## src/rtl/demux_1x4_deser_pkg.sv

```systemverilog
// demux_1x4_deser_pkg
// Shared definitions for the 1-to-4 slot deserializer and the matching
// mux-side serializer on the ALU datapath.
//   SLOT_W       : width of a slot index
//   NSLOT        : number of slots in one frame
//   SLOT0..SLOT3 : slot select encodings; slot k drives/receives outk
//   deser_phase_e: implicit counter phase (IDLE at slot 0, COLLECT otherwise)
//   slot_phase() : maps a slot index to its phase
package demux_1x4_deser_pkg;

  localparam int SLOT_W = 2;
  localparam int NSLOT  = 4;

  localparam logic [SLOT_W-1:0] SLOT0 = 2'b00;
  localparam logic [SLOT_W-1:0] SLOT1 = 2'b01;
  localparam logic [SLOT_W-1:0] SLOT2 = 2'b10;
  localparam logic [SLOT_W-1:0] SLOT3 = 2'b11;

  typedef enum logic {
    ST_IDLE    = 1'b0,
    ST_COLLECT = 1'b1
  } deser_phase_e;

  // Any slot other than 0 means a frame is partly assembled.
  function automatic deser_phase_e slot_phase(input logic [SLOT_W-1:0] slot);
    return (slot == SLOT0) ? ST_IDLE : ST_COLLECT;
  endfunction

endpackage

```

## src/rtl/demux_1x4_deser_slot_counter.sv

```systemverilog
// demux_slot_counter
// Modulo-4 slot counter that steers serial bits to their output slot.
//   clk     : clock, rising edge
//   rst     : synchronous active-high reset, counter returns to slot 0
//   inc_i   : advance to the next slot
//   clr_i   : resynchronise; with inc_i the current bit is slot 0 so the
//             counter lands on slot 1, without it the counter lands on slot 0
//   slot_o  : registered slot the next accepted bit will occupy
//   wrap_o  : the current increment completes slot 3 and wraps to slot 0
module demux_slot_counter
  import demux_1x4_deser_pkg::*;
(
  input  logic              clk,
  input  logic              rst,
  input  logic              inc_i,
  input  logic              clr_i,
  output logic [SLOT_W-1:0] slot_o,
  output logic              wrap_o
);

  logic [SLOT_W-1:0] slot_q;
  logic [SLOT_W-1:0] slot_d;

  // Next slot: a resync beats a plain increment, and a resync that also
  // carries a bit has already consumed slot 0.
  always_comb begin
    slot_d = slot_q;
    if (clr_i) begin
      slot_d = inc_i ? SLOT1 : SLOT0;
    end else if (inc_i) begin
      slot_d = slot_q + 2'd1;
    end
  end

  // Slot register.
  always_ff @(posedge clk) begin
    if (rst) begin
      slot_q <= SLOT0;
    end else begin
      slot_q <= slot_d;
    end
  end

  assign slot_o = slot_q;
  assign wrap_o = inc_i & ~clr_i & (slot_q == SLOT3);

endmodule

```

## src/rtl/demux_1x4_deser.sv

```systemverilog
// demux_1x4_deser
// Registered 1-to-4 demultiplexer/deserializer: receives a 4-slot
// time-division bit stream and presents each complete frame in parallel.
//   clk         : clock, rising edge
//   rst         : synchronous active-high reset, drops any partial frame
//   in          : serial data bit
//   in_valid    : in is sampled on this edge
//   frame_start : current bit (if valid) is slot 0; discards a partial frame
//   out0..out3  : last completed frame, slot k on outk
//   sel0, sel1  : slot the next accepted bit will occupy, {sel1,sel0}
//   frame_valid : one-cycle pulse, a new frame was just written to outk
//   sync_err    : one-cycle pulse, a partial frame was discarded
module demux_1x4_deser
  import demux_1x4_deser_pkg::*;
(
  input  logic clk,
  input  logic rst,
  input  logic in,
  input  logic in_valid,
  input  logic frame_start,
  output logic out0,
  output logic out1,
  output logic out2,
  output logic out3,
  output logic sel0,
  output logic sel1,
  output logic frame_valid,
  output logic sync_err
);

  logic [SLOT_W-1:0] slot;
  logic              wrap;
  logic              partial;

  logic [2:0] shadow_q, shadow_d;
  logic [3:0] out_q, out_d;
  logic       frame_valid_q, frame_valid_d;
  logic       sync_err_q, sync_err_d;

  demux_slot_counter u_slot_counter (
    .clk    (clk),
    .rst    (rst),
    .inc_i  (in_valid),
    .clr_i  (frame_start),
    .slot_o (slot),
    .wrap_o (wrap)
  );

  assign partial = (slot_phase(slot) == ST_COLLECT);

  // Shadow collects slots 0-2; the outputs only load on the bit that fills
  // slot 3, so a partial frame never reaches out0..out3. The two strobes
  // come from mutually exclusive branches and can never coincide.
  always_comb begin
    shadow_d      = shadow_q;
    out_d         = out_q;
    frame_valid_d = 1'b0;
    sync_err_d    = 1'b0;
    if (frame_start) begin
      shadow_d   = 3'b000;
      sync_err_d = partial;
      if (in_valid) begin
        shadow_d[0] = in;
      end
    end else if (in_valid) begin
      if (wrap) begin
        out_d         = {in, shadow_q};
        shadow_d      = 3'b000;
        frame_valid_d = 1'b1;
      end else begin
        case (slot)
          SLOT0:   shadow_d[0] = in;
          SLOT1:   shadow_d[1] = in;
          default: shadow_d[2] = in;
        endcase
      end
    end
  end

  // Data and strobe registers.
  always_ff @(posedge clk) begin
    if (rst) begin
      shadow_q      <= 3'b000;
      out_q         <= 4'b0000;
      frame_valid_q <= 1'b0;
      sync_err_q    <= 1'b0;
    end else begin
      shadow_q      <= shadow_d;
      out_q         <= out_d;
      frame_valid_q <= frame_valid_d;
      sync_err_q    <= sync_err_d;
    end
  end

  assign out0        = out_q[0];
  assign out1        = out_q[1];
  assign out2        = out_q[2];
  assign out3        = out_q[3];
  assign sel0        = slot[0];
  assign sel1        = slot[1];
  assign frame_valid = frame_valid_q;
  assign sync_err    = sync_err_q;

endmodule

```

## config.mk

```make
export PLATFORM = sky130hd
export DESIGN_NAME = demux_1x4_deser
export DESIGN_NICKNAME = d
export VERILOG_FILES = /design/src/rtl/demux_1x4_deser_pkg.sv /design/src/rtl/demux_1x4_deser_slot_counter.sv /design/src/rtl/demux_1x4_deser.sv
export SDC_FILE = /design/constraint.sdc
export NUM_CORES = 1
export LEC_CHECK = 0
export CORE_AREA = 2 2 39 41
export DETAILED_ROUTE_END_ITERATION = 8
export DIE_AREA = 0 0 41 43
export GPL_TIMING_DRIVEN = 0
export PLACE_DENSITY = 0.71
export SETUP_SLACK_MARGIN = 0.2
export SLEW_MARGIN = 10
export SYNTH_ARGS = -nofsm -noshare
export SYNTH_HDL_FRONTEND = slang
export SYNTH_SLANG_ARGS = --single-unit
```

## constraint.sdc

```tcl
create_clock -name clk -period 1.4 [get_ports clk]
set_input_delay 0.21 -clock clk [delete_from_list [all_inputs] [get_ports clk]]
set_output_delay 0.21 -clock clk [all_outputs]
set_load 0.005 [all_outputs]
```

After elaboration in Yosys (flattened, before gate mapping) --
Cells that the tools add are included.
Word-level totals: register bits 11, output and inout port bits 8, logic and storage cells 39
Cells by class: add/sub/neg operators 1, equality and inequality tests 3, multiplexer cells 12, bitwise operators 4, reduce and logical (&&, ||, !) cells 12
Operators by type and width (count):
- $mux 1 | 9
- $reduce_and 2->1 | 3
- $reduce_or 2->1 | 3
- $mux 2 | 2
- $reduce_bool 2->1 | 2
- $mux 3 | 1
- $reduce_and 3->1 | 1
- $reduce_bool 3->1 | 1
- $reduce_or 3->1 | 1
- $add 2x1->2 const B | 1
- $and 1x1->1 | 2
- $eq 2x1->1 const B | 1
- $eq 2x2->1 const B | 1
- $logic_not 2->1 | 1
- $ne 2x1->1 const B | 1
- $not 1->1 | 2

Longest topological paths before layout --
Gate-level depths: netlist (run 1).
depth after elaboration 6, mapped depth 5, gate-level depth less buffers 5

By module --
From an unflattened synthesis (run 1), not the netlist that was laid out.
Unflattened totals: cell total of the unflattened synthesis 49, area, all modules 481.7 um^2
Modules (own cells, without submodules):
- demux_1x4_deser | instances 1, cells an instance 39, area each 372.9 um^2, seq. area each 180.2 um^2
- demux_slot_counter | instances 1, cells an instance 10, area each 108.9 um^2, seq. area each 40.0 um^2

Worst setup path after synthesis (run 1) --
No wires, ideal clock.
kind reg-to-reg, start reg u_slot_counter.slot_q[1] (netlist: u_slot_counter.slot_o[1]), end reg shadow_q[1], arrival time 1.036 ns, required time 1.270 ns, setup slack 0.235 ns, cell stages (with the launch flop) 5, period minus slack after synthesis 1.165 ns, path through dfxtp_1 > ha_1 > and4b_1 > a21oi_1 > nor3_1
Between the ends: word-level cells in the longest chain between the ends 4, elaborated cells between the ends (all ways) 6, classes of those cells eq/ne (2); mux (1); bitwise (1); reduce/logical (2)
Ends and longest elaborated chain:
- start, declared | RTL line demux_1x4_deser_slot_counter.sv:21 | logic [SLOT_W-1:0] slot_q;
- start signal, assigned | RTL line demux_1x4_deser_slot_counter.sv:40 | slot_q <= slot_d;
- $eq 2x2->1 | RTL line demux_1x4_deser_slot_counter.sv:45 | assign wrap_o = inc_i & ~clr_i & (slot_q == SLOT3);
- $and 1x1->1 | RTL line demux_1x4_deser_slot_counter.sv:45
- $reduce_bool 2->1 (no source line)
- $reduce_and 2->1 (no source line)
- end signal, assigned | RTL line demux_1x4_deser.sv:88 | shadow_q <= shadow_d;
- end, declared | RTL line demux_1x4_deser.sv:35 | logic [2:0] shadow_q, shadow_d;
Several ways; a longest one is shown, not always the timed one. A chain may end at the register's enable or synchronous reset.

Final worst setup path (run 1) --
start reg u_slot_counter.slot_q[0] (netlist: u_slot_counter.slot_o[0]), end reg shadow_q[0]
Between the ends: word-level cells in the longest chain between the ends 5, elaborated cells between the ends (all ways) 8, classes of those cells eq/ne (1); mux (3); bitwise (1); reduce/logical (3)
Ends and longest elaborated chain:
- $eq 2x2->1 | RTL line demux_1x4_deser_slot_counter.sv:45
- $and 1x1->1 | RTL line demux_1x4_deser_slot_counter.sv:45
- $mux 3 | RTL line demux_1x4_deser.sv:66 | if (wrap) begin
- $mux 1 | RTL line demux_1x4_deser.sv:65 | end else if (in_valid) begin
- $mux 1 | RTL line demux_1x4_deser.sv:59 | if (frame_start) begin
Several ways; a longest one is shown, not always the timed one. The select of a mux whose other input is x is not followed.

==> impl_metrics.csv, run 1 <==
group,metric,value,unit
run_status,status,"finished, final reports clean",
detailed_routing,avgRoutedWirePerCell,11.10,um
floorplanning,core-area,1384,um2
grt,grt_overflow,0,
setup_path,crit_arrival,1350,ps
timing,slew_headroom,71.61,%
yosys,syn_area,490.5,um2
detailed_routing,dr.first_iter.drc_count,3,
grt,grt_usage,13.35,%
place,io_buffers,11,
floorplanning,die_w,41,um
setup_path,r2r_end,"shadow_q[0]$_SDFFE_PP0P_",
pwr,power.total,610.0,uW
yosys,synth_top_family_by_area,"simple AND/OR/NAND/NOR gates",
flow_run,drv_cap,0,
timing,worst_pin_slew,425.8,ps
yosys,ys_async_sr_fraction,0,%
yosys,ys_top_cells_by_area,"dfxtp_1 45%, mux2i_1 10%, ha_1 7.7%",
yosys,synth_flop_cell,"dfxtp_1",
yosys,synth-adder-area-share,7.653,%
yosys,synth_edf_count,0,
clock_tree,cts.sinks,11,
yosys,ys_seq_area_share,44.90,%
timing,clock_skew,0.4830,ps
pwr,power.density,867.5,nW/um2
setup_path,setup.worst_path.end,"shadow_q[0]$_SDFFE_PP0P_",
timing,grt_setup_unrepaired,"yes",
floorplanning,floorplan.rows,14,
floorplanning,die_h,43,um
finish,area_growth,43.37,%
setup_path,worst_setup_path_end_kind,"register",
yosys,synth-compound-area-share,8.673,%
clock_tree,cts-root-buf,"clkbuf_4",
clock_tree,cts.path.max_buffers,2,
floorplanning,io_pins,13,
clock_tree,cts_tree,"built",
worst_hold_path,hp-class,"input pin to register",
clock_tree,cts_hold_buf,0,
setup_path,cp_slowest_stage_delay,370,ps
yosys,synth-seq-cells,11,
finish,layout-drive-gt1-share,25.76,%
setup_path,cp_slowest_cell,"dfxtp_4",
detailed_routing,wl,910,um
yosys,ys_types,19,
grt,antenna_found_initial,0,
detailed_routing,post-route-drc-count,0,
yosys,syn_nets,57,
place,dpl.hpwl,637.5,um
timing,fmax,866.9,MHz
timing,timing.final.max_slew_violations,0,
grt,met1_usage,14.79,%
detailed_routing,ant_nets,0,
timing,period_minus_slack,1154,ps
pwr,p_leak,0.0003421,uW
finish,nets,75,
yosys,synth_cells,49,
clock_tree,path_clk_slew,70,ps
yosys,synth.area.mux_share,10.20,%
setup_path,start_kind,"register",
setup_path,worst-setup-path-type,"register to register",
timing,hold_violations,0,
setup_path,crit_required,1600,ps
place,place_congestion,0.7473,
clock_tree,ctsHtreeMaxLevel,1,
floorplanning,design.die.area,1763,um2
floorplanning,initial_core_util,35.44,%
yosys,synth_top_cell_by_area,"dfxtp_1",
setup_path,reg2reg_from,"u_slot_counter.slot_o[0]$_SDFFE_PP0P_",
clock_tree,clkLatencyLatePin,270,ps
yosys,synth_area_per_cell,10.01,um2
setup_path,ff2ff_path_depth,6,
setup_path,cp_max_fo,3,
yosys,synth_xor_xnor_area_share,0,%
detailed_routing,drtPass1Iterations,3,
grt,grt_max_degree,11,
grt,busiest_layer,"met2",
setup_path,crit_chain,"buf_6, inv_4, ha_4, o21ai_0, nand3b_1, a21oi_1",
setup_path,r2r_slack,250,ps
timing,period_share,82.40,%
pwr,vdd_ir_drop_max,0.0004142,V
detailed_routing,vias,395,
yosys,synthSimpleGateAreaFrac,22.45,%
grt,grt_pass1_wl,1566,um
grt,gr-usage-met2,19.69,%
yosys,yosys_warnings,0,
worst_hold_path,hold_start,"frame_start",
setup_path,setup.worst_path.start,"u_slot_counter.slot_o[0]$_SDFFE_PP0P_",
detailed_routing,vias_per_cell,4.817,
timing,setup_viol,0,
yosys,synth_top_area_share,44.90,%
finish,fillers,139,
clock_tree,numCtsBuffers,3,
timing,tns,0,ps
grt,grt_pass1_vias,386,
finish,num_antenna_cells,0,
grt,grt_util_met3,4.712,%
==> state kept, by name, summed over array words and instances, names as in the netlist <==
name	flops
shadow_q	3
frame_valid	1
u_slot_counter.slot_o	2
out_q	4
sync_err	1
==> critical path, delay by kind of cell, from the launching register on <==
kind	cells	cell delay [ps]
compound gates	2	310
fa+ha+maj	1	150
buf+inv	2	130
flops	1	370
simple gates	1	120
==> layout by cell type, fill, tap and decap left out <==
cell / Yosys / layout
o211ai_1: 1 / 1
nor3_1: 4 / 4
a21oi_2: 0 / 1
ha_1: 3 / 1
inv_4: 0 / 1
and4b_1: 2 / 2
nand3b_1: 1 / 1
a21oi_1: 4 / 3
nand3b_4: 1 / 1
nor3b_1: 1 / 1
dfxtp_2: 0 / 1
mux2i_1: 5 / 5
clkbuf_4: 0 / 3
buf_6: 1 / 2
dfxtp_4: 0 / 2
dfxtp_1: 11 / 8
o21ai_0: 3 / 2
inv_2: 0 / 1
buf_4: 1 / 2
nor2_1: 4 / 4
nor2b_4: 0 / 1
nand2_1: 2 / 2
clkdlybuf4s50_1: 0 / 3
o21ai_1: 0 / 1
ha_4: 0 / 2
dlygate4sd2_1: 0 / 8
clkbuf_1: 1 / 2
or3_1: 1 / 1
==> worst min path at each step <==
stage | endpoint | slack, ps | cells past startpoint
CTS | u_slot_counter.slot_o[1]$_SDFFE_PP0P_ | 140 | 2
finish | u_slot_counter.slot_o[1]$_SDFFE_PP0P_ | 140 | 2
floorplan | sync_err$_SDFF_PP0_ | 290 | 1
global route | shadow_q[2]$_SDFFE_PP0P_ | 140 | 2
detailed placement | frame_valid$_SDFF_PP0_ | 430 | 2
global placement | shadow_q[1]$_SDFFE_PP0P_ | 420 | 2
==> per-stage QoR <==
stage	cells	cell area (um2)	util [%]	hold WS (ps)	setup slack, ps
final	82	703.2	50.81	138.0	246.4
after floorplan	49	490.5	-	286.1	234.5
after global routing	82	703.2	50.81	137.5	194.6
after detailed placement	76	620.6	44.85	429.3	51.40
after CTS	81	655.6	47.38	135.1	203.5
after global placement	76	620.6	44.85	424.6	81.94
==> per-layer routing <==
metal	up-vias	routed length, um
met2	10	474
met4	0	25
met1	177	378
met3	2	30
li1	206	-
met5	-	0
==> layout make-up <==
cell class / instances / area (um2) / share of cell area, %
flip-flops and latches: 11 / 229.0 / 32.56
multi-input cells: 33 / 276.5 / 39.32
clock buffers: 4 / 26.28 / 3.737
repair buffers: 13 / 118.9 / 16.90
plain buffers: 3 / 22.52 / 3.203
well taps: 16 / 20.02 / 2.847
inverters: 2 / 10.01 / 1.423
==> cells by family after synthesis <==
family / count (synthesis)
buf+inv: 5
flops: 11
compound gates: 8
simple gates: 17
fa+ha+maj: 3
mux: 5
==> cells in the mapped netlist (all sizes together) (2+ instances only) <==
cell	n
a21oi	4
mux2i	5
o21ai	3
dfxtp	11
nand3b	2
nor2	4
and4b	2
nand2	2
nor3	4
buf	2
ha	3
inv	2
==> timing repair <==
item                                    CTS  global route
cloned                                    0             0
gates resized for setup                  14            10
setup buffers                             1             1
pin swaps                                 0             3
endpoints found under the setup margin   15             3
==> power breakdown <==
| group | total [uW] | switching (uW) | internal [uW] |
|---|---|---|---|
| Sequential | 322 | 5.68 | 317 |
| Clock | 215 | 105 | 110 |
| Combinational | 72.3 | 31.6 | 40.7 |
(Power assumes the default switching activity.)
==> run 2, diff against run 1 <==
Clock period 1.4 ns to 1.1 ns, I/O delays scaled along.
==> run 2 against run 1 <==
Worst hold slack worse by 50 ps; the run now ends with negative setup slack left; non-clock buffer count up 2; largest cell class unchanged; sequential power up 27%; highest routed layer is now met3.
==> impl_metrics.csv, run 2 (synthesis gave the netlist of run 1 again) <==
group,metric,value,unit
floorplanning,die_h,43,um
detailed_routing,avgRoutedWirePerCell,10.98,um
detailed_routing,drtPass1Iterations,3,
detailed_routing,vias,408,
finish,area_growth,43.88,%
finish,fin_area,705.7,um2
clock_tree,ctsHtreeMaxLevel,1,
finish,final_cell_mix,"6 x buf_2, 5 x mux2i_1, 5 x dfxtp_1",
finish,num_antenna_cells,0,
pwr,pwr-share-comb,13.2,%
floorplanning,floorplan.rows,14,
setup_path,crit_arrival,1290,ps
detailed_routing,vias_per_cell,4.857,
finish,fillers,141,
grt,grt_max_degree,11,
setup_path,start_kind,"register",
place,io_buffers,11,
setup_path,worst_setup_path_end_kind,"register",
pwr,internal-power,601.0,uW
pwr,power.density,1107,nW/um2
setup_path,crit_chain,"buf_6, inv_4, ha_4, nor2b_1, o211ai_1, a21oi_2",
detailed_routing,post-route-drc-count,0,
place,dpl.hpwl,624,um
clock_tree,numCtsBuffers,3,
grt,grt_usage,12.05,%
grt,grt_pass1_vias,345,
pwr,clkPwrFrac,34.5,%
detailed_routing,met3_wirelength,36,um
worst_hold_path,hp-class,"input pin to register",
pwr,p_leak,0.0003287,uW
detailed_routing,dr.first_iter.drc_count,5,
timing,hold_ws,87.65,ps
finish,largest_register,"out_q",
timing,clock_skew,6.394,ps
setup_path,cp_max_fo,3,
pwr,power.total,781.0,uW
timing,setup_viol,8,
clock_tree,clkLatencyLatePin,260,ps
clock_tree,cts.path.max_buffers,2,
timing,period_minus_slack,1131,ps
place,placed_area,655.6,um2
finish,layout_commonest_cell,"buf_2",
place,placed_cells,76,
timing,setup_ws,-30.68,ps
detailed_routing,m1WireLength,439,um
pwr,p_switching,179.9,uW
floorplanning,design.die.area,1763,um2
timing,period_share,102.8,%
detailed_routing,highest_layer,"met3",
place,place_congestion,0.7287,
clock_tree,cts_hold_buf,0,
grt,grt_pass1_wl,1428,um
floorplanning,die_w,41,um
timing,slew_headroom,85.79,%
floorplanning,initial_core_util,35.44,%
timing,hold_violations,0,
setup_path,cp_slowest_cell,"dfxtp_4",
clock_tree,cts.sinks,11,
pwr,vdd_ir_drop_max,0.0005122,V
clock_tree,cts-root-buf,"clkbuf_4",
finish,layout-drive-gt1-share,47.06,%
setup_path,cp_slowest_stage_delay,350,ps
finish,stdcell_count,84,
timing,worst_pin_slew,213.1,ps
pwr,seqPwrFrac,52.3,%
finish,nets,77,
finish,largest_reg_flops,4,
grt,antenna_found_initial,0,
run_status,status,"complete, but fails checks",
floorplanning,io_pins,13,
pwr,swShare,23.04,%
clock_tree,cts_tree,"built",
detailed_routing,ant_nets,0,
setup_path,crit_required,1260,ps
detailed_routing,wl,922,um
clock_tree,path_clk_slew,70,ps
grt,grt_overflow,0,
run_status,violations,"negative setup slack",
floorplanning,core-area,1384,um2
timing,timing.final.max_slew_violations,0,
flow_run,drv_cap,0,
detailed_routing,met2RoutedLength,447,um
timing,grt_setup_unrepaired,"yes",
setup_path,worst-setup-path-type,"register to register",
timing,fmax,884.4,MHz
run 2: changes by cell type in the layout (fill, tap and decap cells not counted), moves of 2 or more:
cell	before	now
dlygate4sd2_1	8	0
buf_2	0	6
dfxtp_1	8	5
dfxtp_2	1	4
buf_4	2	4
buf_6	2	4
run 2: repair_timing:
| item | 4_1_cts | 5_1_grt |
|---|---|---|
| pin swaps | 5 | 2 |
| setup endpoints to repair | 18 | 13 |
| gates resized for setup | 38 | 4 |
| buffers inserted | 2 | 2 |
run 2: final timing paths:
check | startpoint | endpoint | slack [ps] | cells past startpoint
hold / removal | frame_start | u_slot_counter.slot_o[1]$_SDFFE_PP0P_ | 90 | 2
setup reg to reg | u_slot_counter.slot_o[0]$_SDFFE_PP0P_ | shadow_q[0]$_SDFFE_PP0P_ | -30 | 6
hold reg to reg | out_q[1]$_SDFFE_PP0P_ | out_q[1]$_SDFFE_PP0P_ | 480 | 2
setup / recovery | u_slot_counter.slot_o[0]$_SDFFE_PP0P_ | shadow_q[0]$_SDFFE_PP0P_ | -30 | 6
run 2: cell type report:
cell class	count	area (um2)	area share [%]
inverter	2	10.01	1.418
buffer	3	23.77	3.369
clock buffer	4	26.28	3.723
timing repair buffer	15	116.4	16.49
tap	16	20.02	2.837
sequential	11	232.7	32.98
multi-input combinational	33	276.5	39.18
run 2: metal layers:
layer | vias to the layer above | GRT usage, %
met1 | 189 | 14.15
li1 | 210 | -
met3 | 0 | 4.712
met2 | 9 | 18.13
met5 | - | 0
met4 | 0 | 6.000
run 2: worst max-delay path: cells and delay by family, from the launching register on:
kind            cells  cell delay, ps
fa+ha+maj           1             150
compound gates      2             250
flops               1             350
buf+inv             2             150
simple gates        1             120
run 2: per-stage QoR:
stage | worst slack [ps] | setup TNS, ps | utilization [%]
after global placement | -174.2 | -1481 | 47.38
after global routing | -102.6 | -653.1 | 50.99
after detailed placement | -191.1 | -1615 | 47.38
final | -30.68 | -161.2 | 50.99
after CTS | -45.76 | -194.0 | 49.46
after floorplan | 64.53 | 0 | -
run 2: power groups by stage:
| stage | registers (uW) | logic (uW) | clock network [uW] |
|---|---|---|---|
| floorplan | 420 | 48.6 | 0 |
| global placement | 421 | 79.2 | 0 |
| detailed placement | 421 | 81.5 | 0 |
| CTS | 408 | 94.0 | 281 |
| global route | 409 | 113 | 298 |
| finish | 408 | 103 | 270 |
==> run 3, diff against run 2 <==
Settings changed: CTS_CLUSTER_SIZE set to 30, SYNTH_HIERARCHICAL set to 1.
==> run 3 against run 2 <==
The run still ends with negative setup slack left; setup slack worse by 220 ps; design area is 6.2% higher; register-to-register slack worse by 220 ps; core utilization is 3.2 points higher; critical path depth is 1 lower; via count is 12% higher; routed wire length is 19% higher; sequential power hardly changed; sequential cell count stayed put; sequential share of layout area is 1.8 points lower; die area stayed put; critical endpoint unchanged; largest power group unchanged.
==> impl_metrics.csv, run 3 <==
group,metric,value,unit
clock_tree,cts.path.max_buffers,2,
yosys,synth.most_common_cell,"dfxtp_1",
timing,setup_viol,10,
grt,grt_usage,15.01,%
timing,period_share,122.7,%
yosys,synth_edf_count,0,
worst_hold_path,hp-class,"input pin to register",
pwr,power.density,1065,nW/um2
floorplanning,floorplan.rows,14,
floorplanning,die_h,43,um
pwr,vdd_ir_drop_max,0.0005611,V
detailed_routing,wl,1099,um
finish,nets,81,
finish,final_core_util,54.16,%
clock_tree,cts-root-buf,"clkbuf_4",
run_status,status,"complete, but fails checks",
grt,grt_overflow,0,
yosys,syn_area,481.7,um2
clock_tree,cts_tree,"built",
setup_path,cp_max_fo,6,
yosys,synth-seq-cells,11,
detailed_routing,avgRoutedWirePerCell,12.21,um
setup_path,cp_slowest_cell,"dfxtp_4",
detailed_routing,dr.first_iter.drc_count,3,
detailed_routing,vias_per_cell,5.089,
finish,seq_area,234.0,um2
yosys,syn_nets,55,
timing,slew_headroom,73.39,%
grt,grt_max_degree,11,
flow_run,drv_cap,0,
timing,timing.final.max_slew_violations,0,
floorplanning,die_w,41,um
setup_path,cp_slowest_stage_delay,360,ps
finish,fin_area,749.5,um2
floorplanning,initial_core_util,34.81,%
timing,setup_ws,-249.8,ps
yosys,synth_flop_cell,"dfxtp_1",
yosys,synth_area_per_cell,9.831,um2
clock_tree,cts.sinks,11,
yosys,ys_types,25,
yosys,synthTopCellsByCount,"11 x dfxtp_1, 7 x nor2_1, 5 x mux2i_1",
setup_path,worst-setup-path-type,"register to register",
setup_path,crit_required,1310,ps
detailed_routing,post-route-drc-count,0,
yosys,synth_top_cell_by_area,"dfxtp_1",
place,dpl.hpwl,680.3,um
yosys,synth_top_area_share,45.71,%
finish,multi_input_area,285.3,um2
run_status,violations,"negative setup slack",
detailed_routing,ant_nets,0,
finish,area_growth,55.58,%
setup_path,start_kind,"register",
floorplanning,core-area,1384,um2
timing,period_minus_slack,1350,ps
setup_path,cp_top_family,"compound AO/OA/AOI/OAI gates",
yosys,ys_async_sr_fraction,0,%
place,placed_area,648.1,um2
grt,grt_pass1_vias,403,
floorplanning,io_pins,13,
pwr,p_leak,0.0003476,uW
clock_tree,clkLatencyLatePin,270,ps
place,io_buffers,12,
detailed_routing,drtPass1Iterations,2,
timing,hold_violations,0,
clock_tree,numCtsBuffers,3,
timing,worst_pin_slew,399.1,ps
clock_tree,path_clk_slew,70,ps
finish,num_antenna_cells,0,
finish,largest_register,"out_q",
clock_tree,ctsHtreeMaxLevel,1,
yosys,ys_top_cells_by_area,"dfxtp_1 46%, mux2i_1 10%, nor2_1 5.5%",
place,place_congestion,0.7320,
grt,antenna_found_initial,0,
finish,largest_reg_flops,4,
finish,layout-drive-gt1-share,54.05,%
finish,final_cell_mix,"6 x buf_2, 6 x buf_4",
clock_tree,cts_hold_buf,0,
timing,clock_skew,1.367,ps
timing,fmax,740.9,MHz
floorplanning,design.die.area,1763,um2
setup_path,critPathBufInv,0,
finish,fillers,148,
yosys,synth_cells,49,
timing,grt_setup_unrepaired,"yes",
setup_path,crit_arrival,1560,ps
detailed_routing,vias,458,
setup_path,crit_chain,"ha_4, and3b_2, o21bai_1, a211o_1, a21oi_2",
yosys,yosys_warnings,6,
grt,grt_pass1_wl,1752,um
setup_path,worst_setup_path_end_kind,"register",
yosys,ys_seq_area_share,45.71,%
==> run 3: final timing paths <==
kind / slack (ps) / end / start / depth (start not counted)
worst max-delay path: -250 / shadow_q[0]$_SDFFE_PP0P_ / u_slot_counter/slot_o[0]$_SDFFE_PP0P_ / 5
worst min-delay path: 480 / shadow_q[1]$_SDFFE_PP0P_ / frame_start / 2
worst max register to register: -250 / shadow_q[0]$_SDFFE_PP0P_ / u_slot_counter/slot_o[0]$_SDFFE_PP0P_ / 5
worst min register to register: 480 / shadow_q[1]$_SDFFE_PP0P_ / shadow_q[1]$_SDFFE_PP0P_ / 2
==> run 3: cell type report <==
class | instances | area share [%]
well taps | 16 | 2.671
multi-input cells | 35 | 38.06
plain buffers | 2 | 1.336
clock buffers | 4 | 3.506
repair buffers | 21 | 22.70
inverters | 1 | 0.5008
flip-flops and latches | 11 | 31.22
==> run 3: what timing repair did <==
| action | CTS | global route |
|---|---|---|
| pin swaps | 0 | 3 |
| hold endpoints to repair | 0 | 0 |
| setup buffers | 7 | 2 |
| resized for setup | 42 | 6 |
| endpoints found under the setup margin | 19 | 15 |
==> run 3: cell families (layout without fill, tap and decap cells) <==
kind of cell               count (synthesis)  in the layout  share of synthesized area, %
adders and majority gates                  1              1                         2.597
and+or+nand+nor                           21             21                         25.20
buffers and inverters                      3             28                         2.595
DFF                                       11             11                         45.71
AOI/OAI and AO/OA                          7              7                         10.39
muxes                                      6              6                         13.51
==> run 3: worst reg2reg max path: cells and delay by family (launching register included) <==
kind            cells  cell delay [ps]
flops               1              360
compound gates      3              550
fa+ha+maj           1              150
simple gates        1              230
==> run 3: routing by layer <==
metal  vias up  GRT usage [%]  routed length, um  part of all wire [%]
li1        227              -                  -                     -
met1       217          18.51                445                    40
met2        12          21.25                574                    52
met3         2          4.712                 61                   5.6
met4         0          10.00                 18                   1.6
met5         -              0                  0                     0
==> run 3: per-stage QoR <==
stage	total power (uW)	setup TNS, ps	setup slack (ps)	hold slack (ps)	cells
2_1_floorplan	460.7	-945.6	-230.4	232.1	49
3_3_place_gp	500.0	-4948	-667.3	469.3	77
3_5_place_dp	501.9	-5128	-676.0	482.0	77
4_1_cts	799.4	-1523	-264.7	478.7	88
5_1_grt	841.2	-1879	-262.9	503.7	90
6_report	798.4	-1559	-249.8	475.4	90
==> run 3: power breakdown <==
group	internal (uW)	switching (uW)
Clock	141	136
Combinational	64.2	48.4
Sequential	403	5.67
